==> src/rtl/cnn_pkg.sv <==
// Shared CNN pipeline definitions: output geometry, TX handshake states and FIFO entry layout.
package cnn_pkg;

  localparam int unsigned IMG_DIM    = 28;
  localparam int unsigned OUT_DIM    = IMG_DIM - 2;
  localparam int unsigned FRAME_BITS = OUT_DIM * OUT_DIM;
  localparam int unsigned BYTE_W     = 8;
  localparam int unsigned BIT_IDX_W  = $clog2(BYTE_W);

  typedef enum logic [1:0] {
    IDLE = 2'd0,
    SEND = 2'd1,
    WAIT = 2'd2
  } tx_state_t;

  typedef struct packed {
    logic              last;
    logic [BYTE_W-1:0] data;
  } tx_entry_t;

  localparam int unsigned ENTRY_W = $bits(tx_entry_t);

  function automatic tx_entry_t make_entry(input logic [BYTE_W-1:0] data, input logic last);
    tx_entry_t e;
    e.last = last;
    e.data = data;
    return e;
  endfunction

endpackage

==> src/rtl/cnn_byte_fifo.sv <==
// Small synchronous FIFO with count-based full/empty and first-word-fallthrough read data.
module cnn_byte_fifo #(
  parameter int unsigned WIDTH = 9,
  parameter int unsigned DEPTH = 8
) (
  input  logic             clk,
  input  logic             rst_n,
  input  logic             push,
  input  logic [WIDTH-1:0] wdata,
  input  logic             pop,
  output logic [WIDTH-1:0] rdata,
  output logic             full,
  output logic             empty
);

  localparam int unsigned PTR_W = (DEPTH > 1) ? $clog2(DEPTH) : 1;
  localparam int unsigned CNT_W = $clog2(DEPTH + 1);

  logic [WIDTH-1:0] mem [DEPTH];
  logic [PTR_W-1:0] wr_ptr;
  logic [PTR_W-1:0] rd_ptr;
  logic [CNT_W-1:0] count;
  logic             do_push;
  logic             do_pop;

  assign full    = (count == CNT_W'(DEPTH));
  assign empty   = (count == '0);
  assign do_push = push && !full;
  assign do_pop  = pop && !empty;
  assign rdata   = mem[rd_ptr];

  // Storage carries no reset; only pointers and count define validity.
  always_ff @(posedge clk) begin
    if (do_push) begin
      mem[wr_ptr] <= wdata;
    end
  end

  // Pointers wrap naturally since DEPTH is a power of two.
  always_ff @(posedge clk or negedge rst_n) begin
    if (!rst_n) begin
      wr_ptr <= '0;
      rd_ptr <= '0;
      count  <= '0;
    end else begin
      if (do_push) begin
        wr_ptr <= wr_ptr + PTR_W'(1);
      end
      if (do_pop) begin
        rd_ptr <= rd_ptr + PTR_W'(1);
      end
      case ({do_push, do_pop})
        2'b10:   count <= count + CNT_W'(1);
        2'b01:   count <= count - CNT_W'(1);
        default: count <= count;
      endcase
    end
  end

endmodule

==> src/rtl/cnn_tx_packer.sv <==
// Packs the core's 1-bit result stream LSB-first into bytes, queues them and
// feeds the UART through a trmt/tx_done handshake with frame-complete tagging.
module cnn_tx_packer #(
  parameter int unsigned FIFO_DEPTH = 8,
  parameter int unsigned FRAME_BITS = cnn_pkg::FRAME_BITS
) (
  input  logic       clk,
  input  logic       rst_n,
  input  logic       din,
  input  logic       din_vld,
  output logic       din_rdy,
  input  logic       flush,
  output logic [7:0] tx_data,
  output logic       trmt,
  input  logic       tx_done,
  output logic       bsy,
  output logic       frame_done
);

  import cnn_pkg::*;

  localparam int unsigned FC_W = (FRAME_BITS > 1) ? $clog2(FRAME_BITS) : 1;
  localparam logic [FC_W-1:0] FC_LAST = FC_W'(FRAME_BITS - 1);
  localparam logic [BIT_IDX_W-1:0] BIT_LAST = BIT_IDX_W'(BYTE_W - 1);

  logic [BIT_IDX_W-1:0] cnt_8;
  logic [FC_W-1:0]      cnt_frame;
  logic [BYTE_W-1:0]    shreg;
  logic [BYTE_W-1:0]    byte_w;

  logic      accept;
  logic      flush_s;
  logic      byte_full;
  logic      frame_end;
  logic      flush_push;
  logic      close_frame;
  logic      push;
  logic      pop;
  logic      fifo_full;
  logic      fifo_empty;
  tx_entry_t push_entry;
  tx_entry_t head;

  tx_state_t tx_state;
  logic      last_r;

  assign din_rdy = !fifo_full;
  assign bsy     = (tx_state != IDLE) || !fifo_empty || (cnt_8 != '0);
  assign pop     = (tx_state == IDLE) && !fifo_empty;

  // Byte assembly: the bit accepted this cycle is merged before any push decision.
  always_comb begin
    accept     = din_vld && din_rdy;
    flush_s    = flush && din_rdy;
    byte_w     = shreg;
    if (accept) begin
      byte_w[cnt_8] = din;
    end
    byte_full   = accept && (cnt_8 == BIT_LAST);
    frame_end   = accept && (cnt_frame == FC_LAST);
    flush_push  = flush_s && ((cnt_8 != '0) || accept);
    close_frame = frame_end || flush_push;
    push        = byte_full || close_frame;
    push_entry  = make_entry(byte_w, close_frame);
  end

  // Unused high bits of shreg stay zero, which provides the padding of short bytes.
  always_ff @(posedge clk or negedge rst_n) begin
    if (!rst_n) begin
      cnt_8     <= '0;
      cnt_frame <= '0;
      shreg     <= '0;
    end else if (close_frame) begin
      cnt_8     <= '0;
      cnt_frame <= '0;
      shreg     <= '0;
    end else if (flush_s) begin
      cnt_frame <= '0;
    end else if (accept) begin
      cnt_8     <= cnt_8 + BIT_IDX_W'(1);
      cnt_frame <= cnt_frame + FC_W'(1);
      shreg     <= byte_full ? '0 : byte_w;
    end
  end

  cnn_byte_fifo #(
    .WIDTH (ENTRY_W),
    .DEPTH (FIFO_DEPTH)
  ) u_fifo (
    .clk   (clk),
    .rst_n (rst_n),
    .push  (push),
    .wdata (push_entry),
    .pop   (pop),
    .rdata (head),
    .full  (fifo_full),
    .empty (fifo_empty)
  );

  // TX handshake: IDLE loads the head byte, SEND strobes trmt, WAIT holds until tx_done.
  always_ff @(posedge clk or negedge rst_n) begin
    if (!rst_n) begin
      tx_state   <= IDLE;
      tx_data    <= '0;
      last_r     <= 1'b0;
      trmt       <= 1'b0;
      frame_done <= 1'b0;
    end else begin
      trmt       <= 1'b0;
      frame_done <= 1'b0;
      case (tx_state)
        IDLE: begin
          if (!fifo_empty) begin
            tx_data  <= head.data;
            last_r   <= head.last;
            trmt     <= 1'b1;
            tx_state <= SEND;
          end
        end
        SEND: begin
          tx_state <= WAIT;
        end
        WAIT: begin
          if (tx_done) begin
            frame_done <= last_r;
            tx_state   <= IDLE;
          end
        end
        default: begin
          tx_state <= IDLE;
        end
      endcase
    end
  end

endmodule

==> config.mk <==
export PLATFORM = sky130hd
export DESIGN_NAME = cnn_tx_packer
export DESIGN_NICKNAME = d
export VERILOG_FILES = /design/src/rtl/cnn_pkg.sv /design/src/rtl/cnn_byte_fifo.sv /design/src/rtl/cnn_tx_packer.sv
export SDC_FILE = /design/constraint.sdc
export NUM_CORES = 1
export LEC_CHECK = 0
export CORE_MARGIN = 2
export CORE_UTILIZATION = 35
export CTS_BUF_LIST = sky130_fd_sc_hd__clkbuf_8
export CTS_CLUSTER_SIZE = 20
export DETAILED_ROUTE_END_ITERATION = 7
export PLACE_DENSITY = 0.6
export SYNTH_ARGS = -nofsm -noshare
export SYNTH_HDL_FRONTEND = slang
export SYNTH_SLANG_ARGS = --single-unit
==> constraint.sdc <==
create_clock -name clk -period 3.2 [get_ports clk]
set_clock_uncertainty 0.05 [all_clocks]
set_input_delay 0.32 -clock clk [delete_from_list [all_inputs] [get_ports clk]]
set_output_delay 0.32 -clock clk [all_outputs]
set_load 0.01 [all_outputs]
-- After elaboration in Yosys (flattened, before gate mapping)
Memory sizes are Yosys's and may differ from the RTL's. A register that Yosys moved wholly into a read port is not among the register bits.
Cells that the tools add are included.
- reductions and logical operators: 27
- $add $sub $neg: 6
- equality and inequality tests: 10
- bitwise operators: 1
- $lt $le $gt $ge: 2
- mux-type cells: 24
- operators with widths (operator ; count):
    $mux 8 ; 5
    $mux 10 ; 3
    $add 10x1->10 const B ; 1
    $eq 10x10->1 const B ; 1
    $add 3x1->3 const B ; 3
    $logic_and 1x1->1 ; 9
    $mux 3 ; 3
    $bwmux 8 ; 1
    $pmux 4 s2 ; 1
    $mux 1 ; 7
    $pmux 2 s3 ; 1
    $reduce_and 2->1 ; 3
    $reduce_bool 2->1 ; 3
    $reduce_bool 3->1 ; 2
    $logic_or 1x1->1 ; 5
    $add 4x1->4 const B ; 1
    $eq 2x1->1 const B ; 2
    $eq 2x2->1 const B ; 2
    $eq 4x4->1 const B ; 1
    $logic_not 4->1 ; 1
    $lt 3x4->1 const B ; 1
    $mux 2 ; 2
    $ne 2x2->1 const B ; 2
    $sub 4x1->4 const B ; 1
    other kinds (7) ; 9
- output and inout bits: 12
- bits in registers: 35
- word-level logic and storage cells: 80
- memories kept: 1
- bits of input ports: 6
- bits in writable memories: 72
- memories (memory ; words ; width ; rd ports ; clocked after Yosys merged registers in ; wr ports ; line ; source):
    u_fifo.mem ; 8 ; 9 ; 1 ; 1 ; 1 ; cnn_byte_fifo.sv:19 ; logic [WIDTH-1:0] mem [DEPTH];

-- Depth between registers and ports, before layout
- word-level depth: 10
- gate-level depth with buffers: 14
- depth with buffers taken out: 13

-- By module
Synthesis repeated with hierarchy kept, for this count alone.
- cells, all modules: 325
- area total of the unflattened synthesis: 5101.1 um^2
- by module, submodules not included (module ; cells each ; instances ; seq. area each (um^2) ; area an instance (um^2)):
    cnn_byte_fifo ; 171 ; 1 ; 2412.3 ; 3439.5
    cnn_tx_packer ; 154 ; 1 ; 850.8 ; 1661.6

-- Worst setup path after synthesis
Ideal clock, no wire load.
- path kind: register to register
- start: reg cnt_frame[4]
- end: mem u_fifo.mem[1][0], enable pin
- library setup time: 0.403 ns
- path slack: 0.550 ns
- arrival: 2.197 ns
- data required time: 2.747 ns
- period minus slack after synthesis: 2.650 ns
- buffers on the path: 1
- cell stages (with the launch flop): 7
- path through: dfrtp_1 buf_2 nor3_1 nand4_2 o211ai_4 inv_4 nor4b_1
- longest elaborated chain between the ends: 7
- RTL lines (item ; line ; source):
    from (decl) ; cnn_tx_packer.sv:27 ; logic [FC_W-1:0] cnt_frame;
    from (signal assigned) ; cnn_tx_packer.sv:81 ; cnt_frame <= cnt_frame + FC_W'(1);
    $eq 10x10->1 ; cnn_tx_packer.sv:60 ; frame_end = accept && (cnt_frame == FC_LAST);
    $logic_and 1x1->1 ; cnn_tx_packer.sv:60 ;
    $logic_or 1x1->1 ; cnn_tx_packer.sv:62 ; close_frame = frame_end || flush_push;
    $logic_or 1x1->1 ; cnn_tx_packer.sv:63 ; push = byte_full || close_frame;
    $logic_and 1x1->1 ; cnn_byte_fifo.sv:28 ; assign do_push = push && !full;
    $mux 1 ; cnn_byte_fifo.sv:34 ; if (do_push) begin
    $mux 1 (implied by the code) ; cnn_byte_fifo.sv:35 ; mem[wr_ptr] <= wdata;
    to (decl) ; cnn_byte_fifo.sv:19 ;
No other way between the ends.

-- Final worst setup path
- start: reg u_fifo.count[1]
- end: reg u_fifo.count[2]
- longest elaborated chain between the ends: 10
- elaborated cells between the ends (all ways): 21
- those cells by class: 2 x add/sub; 3 x eq/ne; 1 x mux; 15 x reduce/logical
- RTL lines (item ; line ; source):
    from (decl) ; cnn_byte_fifo.sv:22 ; logic [CNT_W-1:0] count;
    from (signal assigned) ; cnn_byte_fifo.sv:53 ; 2'b10: count <= count + CNT_W'(1);
    from (signal assigned) ; cnn_byte_fifo.sv:54 ; 2'b01: count <= count - CNT_W'(1);
    from (signal assigned) ; cnn_byte_fifo.sv:55 ; default: count <= count;
    $eq 4x4->1 ; cnn_byte_fifo.sv:26 ; assign full = (count == CNT_W'(DEPTH));
    $logic_not 1->1 ; cnn_byte_fifo.sv:28, cnn_tx_packer.sv:47 ;
    $logic_and 1x1->1 ; cnn_tx_packer.sv:53 ; accept = din_vld && din_rdy;
    $logic_or 1x1->1 ; cnn_tx_packer.sv:61 ; flush_push = flush_s && ((cnt_8 != '0) || accept);
    $logic_and 1x1->1 ; cnn_tx_packer.sv:61 ;
    $logic_or 1x1->1 ; cnn_tx_packer.sv:62 ;
    $logic_or 1x1->1 ; cnn_tx_packer.sv:63 ;
    $logic_and 1x1->1 ; cnn_byte_fifo.sv:28 ;
    $eq 2x1->1 or $eq 2x2->1 (tied branches) ; cnn_byte_fifo.sv:52 ; case ({do_push, do_pop})
    $pmux 4 s2 or $reduce_bool 2->1 (tied branches) ; n/a ;
Several ways; a longest one is shown, not always the timed one.
A chain may end at the register's enable or synchronous reset.

==> flow_summary.toml <==
[run_status]
violations = "negative hold slack"
status = "finished, violations left"

[sta]
fin_crit_sh = 0.909
worst_pin_slew_ps = 1010
setup_viol = 0
rsz0062_at_grt = "no"
whs_ps = -0.306
fin_tns_setup_ps = 0
hold_viol = 2
min_period_ps = 2910
maxSlewHeadroom = 0.330
slew_viol_final = 0
setup_slack_ps = 292
fmax_mhz = 344

[floorplanning]
die_x_um = 125
initial_core_util = 0.354
rows = 44
core-area_sq_mm = 0.0144
ios = 18
die_height_um = 125
die-area_sq_mm = 0.0155

[cells_and_area]
fin_util = 0.407
synthToLayoutAreaGrowth_pct = 15.2
antenna_cells = 0
fin_nets = 379
instances_no_fill = 561
drive_gt1_frac = 0.225

[routing]
vias_per_cell = 5.05
wl_met1_um = 4590
wl_met2_um = 4550
avgRoutedWirePerCell_um = 17.2
drcViolationCount = 0
wl_um = 9640
via_count = 2835
drtIter0Drc = 218
postRouteAntennaNets = 0
met3_length_um = 400
routed.top_layer = "met4"
drtPass1Iterations = 5

[yosys]
synth.top_cells.by_count = "72 x edfxtp_1, 44 x dfrtp_1, 27 x nand2_1"
syn_inst = 332
synthArstFlopShare = 0.379
synth_top_area_cell = "edfxtp_1"
postSynthAreaPerCell_sq_um = 15.3
syn_area_sq_mm = 0.00508
ys_ff_latch = 116
synthTopCellsByArea = "edfxtp_1 43%, dfrtp_1 22%, mux4_2 8.0%"
ys_seq_area_frac = 0.642
synth_edf_count = 72
synthFlopType = "edfxtp_1"
yosysMostFrequentCell = "edfxtp_1"
synthesis.nets = 347
synth_cell_types = 59
synth-warning-count = 0
yosys.area.top_type_share = 0.425

[placed_design]
dp_cells = 529
port_buffers = 17
place_congestion = 0.805
dp_hpwl_um = 6140
pre_cts_slack_ps = 316

[clock_tree]
clock_latency_ps = 430
hold_buffers = 0
cts_buffers = 17
root_buffer = "clkbuf_8"
cts_resized = 0
cts_tree = "yes"
post_cts_buffers = 0
cts.path.max_buffers = 2
path_clk_slew_ps = 70
clock-sinks = 116
h-tree-depth = 4

[power_and_ir_drop]
power.share.sequential = 0.444
p_per_area_mw_per_mm2 = 872
switching_power_mw = 1.67
ir_worst_vdd_v = 0.000313
sw_frac_of_total = 0.327
power.internal_mw = 3.43
combPwrFrac = 0.305
p_leak_nw = 2.17
clkPwrFrac = 0.250

[grt]
grt_pass1_wl_um = 15900
grt_max_degree = 45
grt.overflow.total = 0
grt_pass1_vias = 2895
grt_usage = 0.135
antenna_found_initial = 0

[setup_path]
worstPathArrival_ps = 3170
required_ps = 3460
path_class = "reg2reg"
end_kind = "register"
crit_fanout = 19
startpoint_type = "register"

[hold_path]
hold_path_class = "in2async"

[flow_run]
maxCapViolations = 0
==> flip-flops by register name, indices dropped and copies added, names as in the netlist <==
| name | cells |
|---|---|
| last_r | 1 |
| shreg | 8 |
| tx_state | 2 |
| cnt_frame | 10 |
| frame_done | 1 |
| u_fifo.count | 4 |
| trmt | 1 |
| u_fifo.wr_ptr | 3 |
| u_fifo.mem | 72 |
| tx_data | 8 |
| cnt_8 | 3 |
| u_fifo.rd_ptr | 3 |
==> final timing paths <==
| path | cells past startpoint | slack (ps) | to | startpoint |
|---|---|---|---|---|
| worst max-delay path | 12 | 290 | u_fifo.count[2]$_DFFE_PN0P_ | u_fifo.count[1]$_DFFE_PN0P_ |
| worst min-delay path | 1 | -0.3 | u_fifo.rd_ptr[1]$_DFFE_PN0P_ | rst_n |
| worst max register to register | 12 | 290 | u_fifo.count[2]$_DFFE_PN0P_ | u_fifo.count[1]$_DFFE_PN0P_ |
| worst min register to register | 2 | 430 | tx_data[7]$_DFFE_PN0P_ | tx_data[7]$_DFFE_PN0P_ |
| max in group asynchronous | 1 | 2470 | shreg[4]$_DFFE_PN0P_ | rst_n |
| min in group clk | 2 | 430 | tx_data[7]$_DFFE_PN0P_ | tx_data[7]$_DFFE_PN0P_ |
==> layer usage <==
metal,GRT usage,vias up
li1,-,1341
met1,0.179,1418
met2,0.209,66
met3,0.0421,10
met4,0.0535,0
met5,0,-
==> cells by family after synthesis <==
kind of cell / Yosys count / synth area share
multiplexers: 38 / 0.125
buffers and inverters: 23 / 0.0249
adder cells (fa/ha/maj): 9 / 0.0222
AND/OR/NAND/NOR: 98 / 0.117
AO/OA/AOI/OAI: 41 / 0.0561
XOR/XNOR: 7 / 0.0121
flip-flops: 116 / 0.642
==> power groups by stage <==
stage	logic, mW	clock network [mW]	registers (mW)
floorplan	1.25	0	2.16
global placement	1.55	0	2.29
detailed placement	1.59	0	2.31
CTS	1.59	1.31	2.28
global route	1.78	1.37	2.32
finish	1.56	1.28	2.27
==> final cells by class <==
class	instances	area, sq um
Clock buffer	18	248
Clock inverter	14	124
Fill cell	1287	8510
Inverter	7	28.8
Multi-Input combinational cell	193	1710
Sequential cell	116	3260
Tap cell	184	230
Timing Repair Buffer	29	255
==> critical path: stages (launching register included) <==
cell and delay (ps):
dfrtp_1 480, nor4b_4 400, inv_2 220, o211ai_2 170, o211ai_4 130, inv_4 180
ha_1 330, xor2_1 120, ha_1 190, a21oi_1 150, xor2_1 160, nor2_1 60
xor2_1 140
==> placed cells by master (no fill, tap or decap), drive strengths merged, types with 3 or more instances in the layout <==
master / count
clkdlybuf4s50: 16
a31oi: 7
mux2i: 10
nor2: 3
nor3: 5
nor4b: 3
ha: 9
nand2: 28
a22o: 4
nand2b: 4
nand3: 8
inv: 11
edfxtp: 72
and2: 11
mux4: 18
clkinvlp: 4
clkbuf: 18
o211ai: 4
nand3b: 3
xor2: 3
xnor2: 4
clkinv: 4
or2: 4
nor3b: 4
nand4: 11
buf: 13
dfrtp: 44
mux2: 10
or3: 3
o21ai: 16
==> per-stage QoR <==
stage / power (mW) / area (sq um)
2_1_floorplan: 3.41 / 5080
3_3_place_gp: 3.84 / 5480
3_5_place_dp: 3.89 / 5480
4_1_cts: 5.18 / 5850
5_1_grt: 5.47 / 5850
6_report: 5.11 / 5850
No activity file was read; power rests on OpenSTA's default activity.
